--- config.mk ---
export PLATFORM = sky130hd
export DESIGN_NAME = tdc_stat_readout
export DESIGN_NICKNAME = d
export VERILOG_FILES = /design/src/rtl/tdc_stat_pkg.sv /design/src/rtl/tdc_stat_word_mux.sv /design/src/rtl/tdc_stat_readout.sv
export SDC_FILE = /design/constraint.sdc
export NUM_CORES = 1
export LEC_CHECK = 0
export CORE_MARGIN = 2
export CORE_UTILIZATION = 40
export DETAILED_ROUTE_END_ITERATION = 7
export PLACE_DENSITY = 0.76
export SETUP_SLACK_MARGIN = 0.3
export SYNTH_ARGS = -nofsm -noshare
export SYNTH_HDL_FRONTEND = slang
export SYNTH_SLANG_ARGS = --single-unit
--- constraint.sdc ---
create_clock -name clk -period 8.65 [get_ports clk]
set_input_delay 1.73 -clock clk [delete_from_list [all_inputs] [get_ports clk]]
set_output_delay 1.73 -clock clk [all_outputs]
set_load 0.01 [all_outputs]
--- src/rtl/tdc_stat_pkg.sv ---
// Shared definitions for the TDC statistics readout path: record layout,
// stream tags and the readout FSM encoding.
package tdc_stat_pkg;

    // Field widths inside one statistics record.
    localparam int CNT_W  = 14;
    localparam int MEAN_W = 16;
    localparam int MSD_W  = 26;
    localparam int EDGE_W = 9;

    // Record width on the RAM port and the part of it that carries data.
    localparam int REC_W      = 160;
    localparam int REC_USED_W = 158;

    // Bit offsets of each field inside the record.
    localparam int OFF_COUNT    = 0;
    localparam int OFF_TOA_MEAN = 14;
    localparam int OFF_TOA_MSD  = 30;
    localparam int OFF_CAL_MEAN = 56;
    localparam int OFF_CAL_MSD  = 72;
    localparam int OFF_TOT_MEAN = 98;
    localparam int OFF_TOT_MSD  = 114;
    localparam int OFF_E1A      = 140;
    localparam int OFF_E2A      = 149;

    // Frame delimiters placed in the top byte of header and trailer.
    localparam logic [7:0] HDR_TAG = 8'hA5;
    localparam logic [7:0] TRL_TAG = 8'h5A;

    localparam int WORDS_PER_PIXEL = 6;

    // Readout FSM encoding, also exported on the debug port.
    typedef enum logic [2:0] {
        ST_IDLE    = 3'd0,
        ST_HEADER  = 3'd1,
        ST_FETCH   = 3'd2,
        ST_WAIT    = 3'd3,
        ST_LOAD    = 3'd4,
        ST_EMIT    = 3'd5,
        ST_TRAILER = 3'd6
    } tdc_state_e;

endpackage

--- src/rtl/tdc_stat_word_mux.sv ---
// Combinational selection of one 32-bit stream word out of a held pixel
// record. Word 0 carries the pixel ID, word 5 the second edge count.
module tdc_stat_word_mux
    import tdc_stat_pkg::*;
(
    input  logic [REC_USED_W-1:0] hold_i,
    input  logic [7:0]            pixel_id_i,
    input  logic [2:0]            word_idx_i,
    output logic [31:0]           word_o
);

    logic [CNT_W-1:0]  count;
    logic [MEAN_W-1:0] toa_mean;
    logic [MSD_W-1:0]  toa_msd;
    logic [MEAN_W-1:0] cal_mean;
    logic [MSD_W-1:0]  cal_msd;
    logic [MEAN_W-1:0] tot_mean;
    logic [MSD_W-1:0]  tot_msd;
    logic [EDGE_W-1:0] e1a;
    logic [EDGE_W-1:0] e2a;

    assign count    = hold_i[OFF_COUNT    +: CNT_W];
    assign toa_mean = hold_i[OFF_TOA_MEAN +: MEAN_W];
    assign toa_msd  = hold_i[OFF_TOA_MSD  +: MSD_W];
    assign cal_mean = hold_i[OFF_CAL_MEAN +: MEAN_W];
    assign cal_msd  = hold_i[OFF_CAL_MSD  +: MSD_W];
    assign tot_mean = hold_i[OFF_TOT_MEAN +: MEAN_W];
    assign tot_msd  = hold_i[OFF_TOT_MSD  +: MSD_W];
    assign e1a      = hold_i[OFF_E1A      +: EDGE_W];
    assign e2a      = hold_i[OFF_E2A      +: EDGE_W];

    // Pack the selected word; indices 6 and 7 are never requested.
    always_comb begin
        word_o = '0;
        case (word_idx_i)
            3'd0:    word_o = {pixel_id_i, e1a, 1'b0, count};
            3'd1:    word_o = {toa_mean, cal_mean};
            3'd2:    word_o = {6'd0, toa_msd};
            3'd3:    word_o = {6'd0, cal_msd};
            3'd4:    word_o = {6'd0, tot_msd};
            3'd5:    word_o = {tot_mean, 7'd0, e2a};
            default: word_o = '0;
        endcase
    end

endmodule

--- src/rtl/tdc_stat_readout.sv ---
// Snapshot readout: on snapStart, scans the frozen statistics RAM and
// streams header, six words per (non-empty) pixel, and a trailer.
// Stream handshake: a word transfers on a rising clk edge where doutValid
// and doutReady are both high; doutValid is a function of state only, and
// dout/doutSof/doutEof stay constant while doutValid waits for doutReady.
module tdc_stat_readout
    import tdc_stat_pkg::*;
#(
    parameter int N_PIXELS   = 256,
    parameter int SKIP_EMPTY = 1
) (
    input  logic              clk,
    input  logic              rst,
    input  logic              snapStart,
    input  logic [17:0]       timeStamp,
    output logic              rdEn,
    output logic [7:0]        rdAddr,
    input  logic [REC_W-1:0]  rdData,
    output logic [31:0]       dout,
    output logic              doutValid,
    input  logic              doutReady,
    output logic              doutSof,
    output logic              doutEof,
    output logic              busy,
    output logic [7:0]        overrunCnt,
    output tdc_state_e        dbgState
);

    localparam logic [7:0] LAST_PIX  = 8'(N_PIXELS - 1);
    localparam logic [2:0] LAST_WORD = 3'(WORDS_PER_PIXEL - 1);

    tdc_state_e            state_q, state_d;
    logic [17:0]           ts_q, ts_d;
    logic [7:0]            idx_q, idx_d;
    logic [8:0]            emitted_q, emitted_d;
    logic [2:0]            word_q, word_d;
    logic [REC_USED_W-1:0] hold_q, hold_d;
    logic [7:0]            overrun_q, overrun_d;
    logic [31:0]           pix_word;

    // The two top record bits carry nothing.
    logic unused_rd_bits;
    assign unused_rd_bits = ^rdData[REC_W-1:REC_USED_W];

    tdc_stat_word_mux u_mux (
        .hold_i     (hold_q),
        .pixel_id_i (idx_q),
        .word_idx_i (word_q),
        .word_o     (pix_word)
    );

    // State and datapath registers; reset aborts any frame in flight.
    always_ff @(posedge clk or posedge rst) begin
        if (rst) begin
            state_q   <= ST_IDLE;
            ts_q      <= '0;
            idx_q     <= '0;
            emitted_q <= '0;
            word_q    <= '0;
            hold_q    <= '0;
            overrun_q <= '0;
        end else begin
            state_q   <= state_d;
            ts_q      <= ts_d;
            idx_q     <= idx_d;
            emitted_q <= emitted_d;
            word_q    <= word_d;
            hold_q    <= hold_d;
            overrun_q <= overrun_d;
        end
    end

    // Count strobes that arrive while a frame is still running, saturating.
    always_comb begin
        overrun_d = overrun_q;
        if (snapStart && (state_q != ST_IDLE) && (overrun_q != 8'hFF)) begin
            overrun_d = overrun_q + 8'd1;
        end
    end

    // Next-state logic and stream outputs. The RAM answers in the cycle
    // after FETCH, so the hold register is loaded on the WAIT->LOAD edge and
    // LOAD decides on the captured count.
    always_comb begin
        state_d   = state_q;
        ts_d      = ts_q;
        idx_d     = idx_q;
        emitted_d = emitted_q;
        word_d    = word_q;
        hold_d    = hold_q;
        rdEn      = 1'b0;
        doutValid = 1'b0;
        doutSof   = 1'b0;
        doutEof   = 1'b0;
        dout      = '0;
        case (state_q)
            ST_IDLE: begin
                if (snapStart) begin
                    state_d   = ST_HEADER;
                    ts_d      = timeStamp;
                    idx_d     = '0;
                    emitted_d = '0;
                end
            end
            ST_HEADER: begin
                doutValid = 1'b1;
                doutSof   = 1'b1;
                dout      = {HDR_TAG, 6'd0, ts_q};
                if (doutReady) state_d = ST_FETCH;
            end
            ST_FETCH: begin
                rdEn    = 1'b1;
                state_d = ST_WAIT;
            end
            ST_WAIT: begin
                hold_d  = rdData[REC_USED_W-1:0];
                state_d = ST_LOAD;
            end
            ST_LOAD: begin
                if ((SKIP_EMPTY != 0) && (hold_q[OFF_COUNT +: CNT_W] == '0)) begin
                    if (idx_q == LAST_PIX) begin
                        state_d = ST_TRAILER;
                    end else begin
                        idx_d   = idx_q + 8'd1;
                        state_d = ST_FETCH;
                    end
                end else begin
                    word_d  = '0;
                    state_d = ST_EMIT;
                end
            end
            ST_EMIT: begin
                doutValid = 1'b1;
                dout      = pix_word;
                if (doutReady) begin
                    if (word_q == LAST_WORD) begin
                        emitted_d = emitted_q + 9'd1;
                        if (idx_q == LAST_PIX) begin
                            state_d = ST_TRAILER;
                        end else begin
                            idx_d   = idx_q + 8'd1;
                            state_d = ST_FETCH;
                        end
                    end else begin
                        word_d = word_q + 3'd1;
                    end
                end
            end
            ST_TRAILER: begin
                doutValid = 1'b1;
                doutEof   = 1'b1;
                dout      = {TRL_TAG, 15'd0, emitted_q};
                if (doutReady) state_d = ST_IDLE;
            end
            default: state_d = ST_IDLE;
        endcase
    end

    assign rdAddr     = idx_q;
    assign busy       = (state_q != ST_IDLE);
    assign overrunCnt = overrun_q;
    assign dbgState   = state_q;

endmodule

==> impl_metrics.py, run 1 <==
metrics = {
    "die": {
        "core_area_um2": 24100,
        "ios": 238,
        "dieHeight_um": 160,
        "rows": 57,
        "start_util": 0.405,
        "die_w_um": 160,
        "die_area_um2": 25700,
    },
    "synth": {
        "async_flop_share": 1.00,
        "ys_ff_latch": 207,
        "synth_top_family_by_area": "multiplexers",
        "ys_types": 57,
        "synth-seq-area-share": 0.531,
        "synth.area.mux_share": 0.208,
        "synth_xor_xnor_area_share": 0.00718,
        "ys_warn_count": 0,
        "ys.flop_type": "dfrtp_1",
        "synthAdderAreaFrac": 0.0103,
        "synth_area_um2": 9760,
        "synth-simple-area-share": 0.0808,
        "synth_nets": 1002,
        "avgSynthCellArea_um2": 12.0,
        "netlist_instances": 812,
        "synth_edf_count": 0,
        "synth_compound_area_frac": 0.130,
    },
    "global_route": {
        "grt_use_met1": 0.291,
        "overflow": 0,
        "grtUsageMet3": 0.0574,
        "use_met2": 0.351,
        "grt_usage": 0.221,
        "grt_max_degree": 106,
        "grt_pass1_wl_um": 44800,
        "antenna_found_initial": 5,
        "grt_pass1_vias": 8015,
        "top_usage_layer": "met2",
    },
    "cts": {
        "root_buffer": "clkbuf_16",
        "cts_buffers": 25,
        "clockBufferDepth": 3,
        "post_cts_buffers": 0,
        "h-tree-depth": 1,
        "hold_buffers": 0,
        "cts.repair.resized": 0,
        "clkTransAtPathRegs_ns": 0.06,
        "cts.sink_count": 207,
        "tritoncts": "built",
        "clkLatencyLatePin_ns": 0.54,
    },
    "critical_path": {
        "critical_path_class": "register to primary output",
        "required_ns": 6.92,
        "cp.arrival_ns": 4.01,
        "cp-start-kind": "register",
        "crit_fanout": 20,
        "crit_path_end_kind": "primary output",
    },
    "detailed_routing": {
        "vias": 7674,
        "post_drt_wl_per_cell_um": 20.7,
        "dr.first_iter.drc_count": 534,
        "totalWireLength_um": 28300,
        "drc": 0,
        "drt_pass1_iterations": 5,
        "ant_nets": 0,
        "vias_per_cell": 5.60,
    },
    "timing": {
        "min_period_over_period": 0.663,
        "slew_viol_final": 0,
        "finalSetupViolations": 0,
        "rsz0062_at_grt": "false",
        "tns_ns": 0,
        "hold_slack_ns": 0.479,
        "relSlewSlack": 0.225,
        "min_period_ns": 5.74,
        "skew_ns": 0.0306,
        "tightest_slew_ns": 1.16,
        "fmax_ghz": 0.174,
        "finalHoldViolations": 0,
    },
    "worst_hold_path": {
        "hp-class": "register to register",
    },
    "power_and_ir_drop": {
        "p_leak_uw": 0.00546,
        "ir_drop_v": 0.000170,
        "p_per_area_nw_per_um2": 355,
    },
    "placed_design": {
        "dpl.cell_count": 1323,
        "numPortBuffers": 235,
        "hpwlAfterDp_um": 19400,
        "place.gp.congestion": 0.860,
    },
    "layout": {
        "final_common_cell": "clkdlybuf4s50_1",
        "mostFrequentLayoutCells": "235 x clkdlybuf4s50_1, 206 x dfrtp_1, 177 x mux2_2",
        "areaGrowthSynthToFinish_pct": 35.4,
        "multi_input_area_um2": 4290,
        "fin_nets": 1216,
        "final_cells": 1371,
        "seqCellArea_um2": 5180,
        "layout-drive-gt1-share": 0.233,
        "utilization": 0.548,
        "fill_cells": 2086,
    },
    "run_status": {
        "outcome": "complete, no violations",
    },
    "run": {
        "cap_violations": 0,
    },
}
[Yosys cell counts (3+ instances only)]
| cell | count | area, µm² |
|---|---|---|
| nand2_1 | 86 | 323 |
| and2_1 | 3 | 18.8 |
| nand3_1 | 16 | 80.1 |
| a221o_1 | 7 | 70.1 |
| or4_1 | 3 | 22.5 |
| nor2b_1 | 3 | 18.8 |
| dfrtp_1 | 207 | 5180 |
| mux2_2 | 177 | 1990 |
| o211ai_1 | 7 | 52.6 |
| o21ai_0 | 24 | 120 |
| mux2i_1 | 4 | 40.0 |
| o311ai_0 | 3 | 26.3 |
| a22oi_1 | 24 | 180 |
| a21o_1 | 3 | 22.5 |
| a22o_1 | 16 | 140 |
| a222oi_1 | 21 | 210 |
| nand2b_1 | 3 | 18.8 |
| nor2_1 | 25 | 93.8 |
| ha_1 | 8 | 100 |
| o2111ai_1 | 5 | 43.8 |
| a31oi_1 | 6 | 37.5 |
| buf_1 | 6 | 22.5 |
| a221oi_1 | 10 | 87.6 |
| o31ai_1 | 10 | 75.1 |
| nand4_1 | 6 | 37.5 |
| xor2_1 | 6 | 52.6 |
| nor3_1 | 5 | 25.0 |
| inv_1 | 13 | 48.8 |
| clkbuf_1 | 29 | 109 |
| buf_2 | 22 | 110 |
| nor4_1 | 7 | 43.8 |
| a21oi_1 | 15 | 75.1 |
[stage by stage]
stage          area [µm²]  power [µW]  setup WS [ns]
2_1_floorplan        9760        2980           1.27
3_3_place_gp        12400        3600           3.51
3_5_place_dp        12400        3660           3.49
4_1_cts             13200        4720           2.92
5_1_grt             13200        5000           2.67
6_report            13200        4690           2.91
[routing by layer]
metal  routed length [µm]  part of all wire  vias up
li1                     -                 -     3459
met1                11900              0.42     3836
met2                13200              0.47      313
met3                 2340             0.083       62
met4                  875             0.031        4
met5                   27           0.00095        -
[worst max-delay path: stages (launching register included)]
cell and delay (ns):
dfrtp_1 0.80, clkinv_1 0.54, nand3_1 0.40, clkinv_1 0.55
a22oi_1 0.50, o21ai_0 0.14, clkdlybuf4s50_1 0.55
[state kept, by name, indices dropped and copies added (netlist names)]
name	cells
dbgState	3
emitted_q	9
hold_q	158
overrunCnt	8
rdAddr	8
ts_q	18
word_q	3
[cell type report]
class                      instances  share of cell area
clock buffer                      38              0.0564
antenna                            3            0.000568
inverter                          17             0.00540
timing repair buffer             245               0.184
multi-input combinational        530               0.325
tap                              324              0.0307
sequential                       207               0.392
clock inverter                     7             0.00616
[cells by family (layout without fill, tap and decap cells)]
| family | count (synthesis) | after routing |
|---|---|---|
| xor+xnor | 8 | 8 |
| buf+inv | 75 | 307 |
| other cells | 0 | 3 |
| compound gates | 163 | 163 |
| flops | 207 | 207 |
| mux | 181 | 181 |
| simple gates | 170 | 170 |
| fa+ha+maj | 8 | 8 |
[power by group]
part	leakage (µW)	switching (µW)	internal, µW
sequential	0.00247	330	1440
combinational	0.00258	890	994
clock	0.000405	416	625
[worst paths after layout]
check	endpoint	startpoint	depth (start not counted)	slack, ns
min in group asynchronous	hold_q[56]	rst	2	1.74
setup reg to reg	hold_q[35]	dbgState[2]	4	5.31
max in group asynchronous	word_q[2]	rst	3	5.62
hold / removal	ts_q[16]	ts_q[16]	2	0.48
hold reg to reg	ts_q[16]	ts_q[16]	2	0.48
setup / recovery	dout[0]	dbgState[2]	6	2.91
No activity file was read; power rests on OpenSTA's default activity.
==> inputs of run 2 (changes only) <==
--- a/config.mk
+++ b/config.mk
@@ -8,7 +8,7 @@
 export CORE_MARGIN = 2
 export CORE_UTILIZATION = 40
 export DETAILED_ROUTE_END_ITERATION = 7
-export PLACE_DENSITY = 0.76
+export PLACE_DENSITY = 0.78
 export SETUP_SLACK_MARGIN = 0.3
 export SYNTH_ARGS = -nofsm -noshare
 export SYNTH_HDL_FRONTEND = slang
==> constraint.sdc (replaced) <==
create_clock -name clk -period 4.95 [get_ports clk]
set_input_delay 0.99 -clock clk [delete_from_list [all_inputs] [get_ports clk]]
set_output_delay 0.99 -clock clk [all_outputs]
set_load 0.01 [all_outputs]
==> run 2 against run 1 <==
Compared with the run above: wire length up 0.73%; global-route usage about the same; register-to-register slack worse by 3.3 ns; clock-buffer cell count down 5; worst hold slack better by 0.0093 ns; critical endpoint is now dout[15]; critical path depth up 1; via count about the same; sequential share of layout area down 0.21 points; highest routed layer unchanged; clock power up 76%; first-iteration DRC count up 12%; core utilization up 0.30 points; largest power group unchanged; total power up 77%.
==> impl_metrics.py, run 2 (synthesized netlist as in run 1, its figures left out) <==
metrics = {
    "timing": {
        "finalHoldViolations": 0,
        "tightest_slew_ns": 0.963,
        "skew_ns": 0.00926,
        "min_period_over_period": 0.922,
        "tns_ns": 0,
        "relSlewSlack": 0.357,
        "slew_viol_final": 0,
        "layout_setup_ws_ns": 0.386,
        "fmax_ghz": 0.219,
        "rsz0062_at_grt": "false",
        "min_period_ns": 4.56,
        "finalSetupViolations": 0,
    },
    "power_and_ir_drop": {
        "p_sw_uw": 2900,
        "p_int_uw": 5390,
        "ir_drop_v": 0.000299,
        "p_clk_frac": 0.221,
        "seqPwrFrac": 0.373,
        "netSwitchingFraction": 0.350,
        "p_per_area_nw_per_um2": 624,
        "power_frac_comb": 0.405,
        "p_leak_uw": 0.00550,
    },
    "cts": {
        "cts.sink_count": 207,
        "tritoncts": "built",
        "clkTransAtPathRegs_ns": 0.06,
        "cts.repair.resized": 0,
        "root_buffer": "clkbuf_16",
        "h-tree-depth": 1,
        "hold_buffers": 0,
        "clockBufferDepth": 3,
        "clkLatencyLatePin_ns": 0.52,
        "post_cts_buffers": 0,
        "cts_buffers": 25,
    },
    "global_route": {
        "grt_pass1_wl_um": 44900,
        "overflow": 0,
        "grt_max_degree": 104,
        "grt_usage": 0.221,
        "antenna_found_initial": 2,
        "grt_pass1_vias": 8005,
    },
    "layout": {
        "layout-drive-gt1-share": 0.239,
        "mostFrequentLayoutCells": "235 x clkdlybuf4s50_1, 206 x dfrtp_1, 177 x mux2_2",
        "regMostFlops": "hold_q",
        "fin_nets": 1221,
        "reg_top3": "hold_q (158), ts_q (18), emitted_q (9)",
        "final_common_cell": "clkdlybuf4s50_1",
        "areaGrowthSynthToFinish_pct": 36.1,
        "largest_reg_flops": 158,
        "fill_cells": 2065,
    },
    "detailed_routing": {
        "vias_per_cell": 5.58,
        "ant_nets": 0,
        "vias": 7669,
        "drc": 0,
        "post_drt_wl_per_cell_um": 20.8,
        "totalWireLength_um": 28500,
        "dr.first_iter.drc_count": 596,
        "drt_pass1_iterations": 5,
    },
    "worst_hold_path": {
        "hold_path_depth": 2,
        "hp-class": "register to register",
    },
    "placed_design": {
        "place.gp.congestion": 0.843,
        "place_ws_ns": 1.07,
        "hpwlAfterDp_um": 19900,
        "numPortBuffers": 235,
    },
    "die": {
        "start_util": 0.405,
        "ios": 238,
        "core_area_um2": 24100,
        "rows": 57,
        "die_w_um": 160,
        "dieHeight_um": 160,
        "die_area_um2": 25700,
    },
    "critical_path": {
        "cp.arrival_ns": 3.57,
        "critical_path_class": "register to primary output",
        "worstRegToRegCells": 7,
        "crit_fanout": 23,
        "crit_path_end_kind": "primary output",
        "cp-start-kind": "register",
        "required_ns": 3.96,
    },
    "run_status": {
        "outcome": "complete, no violations",
    },
    "run": {
        "cap_violations": 0,
    },
}
run 2: cell count changes in the layout (fill, tap and decap cells not counted), sizes merged:
cell,change
clkbuf,-5
buf,+5
clkinvlp,+1
diode,-1
bufinv,+1
clkinv,+3
run 2: worst max-delay path, stage by stage, from the launching register on:
cell,delay (ns)
dfrtp_1,0.45
inv_1,0.12
ha_2,0.63
and2_1,0.64
a222oi_1,0.18
o21ai_0,0.26
a22o_1,0.21
clkdlybuf4s50_1,0.54
run 2: path summary, 6_finish.rpt:
check,startpoint,endpoint,slack (ns)
max in group asynchronous,rst,hold_q[38],2.99
min in group asynchronous,rst,hold_q[111],1.03
worst max register to register,word_q[1],rdAddr[5],1.97
worst min register to register,ts_q[0],ts_q[0],0.49
worst min-delay path,ts_q[0],ts_q[0],0.49
worst max-delay path,word_q[0],dout[15],0.39
run 2: routing by layer:
| metal | GRT usage | up-vias | routed length, µm |
|---|---|---|---|
| li1 | - | 3475 | - |
| met1 | 0.291 | 3778 | 12000 |
| met2 | 0.356 | 338 | 13300 |
| met3 | 0.0519 | 76 | 2150 |
| met4 | 0.0852 | 2 | 1130 |
| met5 | 0 | - | 14 |
run 2: through the flow:
step	area (µm²)	utilization	hold slack (ns)	std cells	power, µW
2_1_floorplan	9760	-	0.446	812	5200
3_3_place_gp	12400	0.516	0.464	1328	6340
3_5_place_dp	12400	0.516	0.464	1328	6460
4_1_cts	13300	0.551	0.489	1373	8320
5_1_grt	13300	0.551	0.512	1374	8800
6_report	13300	0.551	0.488	1375	8290
run 2: final cells by class:
type	instances	area, µm²	share of cell area
diodes	2	5.00	0.000377
clock buffers	33	706	0.0531
clock inverters	12	124	0.00932
inverters	17	67.6	0.00509
multi-input cells	530	4290	0.323
flip-flops and latches	207	5180	0.390
well taps	324	405	0.0305
repair buffers	250	2500	0.188
run 2: power by group through the flow:
| stage | registers (µW) | logic [µW] | clock network, µW |
|---|---|---|---|
| 5_1_grt | 3200 | 3650 | 1950 |
| 2_1_floorplan | 2900 | 2300 | 0 |
| 3_5_place_dp | 3100 | 3350 | 0 |
| 4_1_cts | 3090 | 3370 | 1860 |
| 3_3_place_gp | 3060 | 3270 | 0 |
| 6_report | 3100 | 3360 | 1830 |
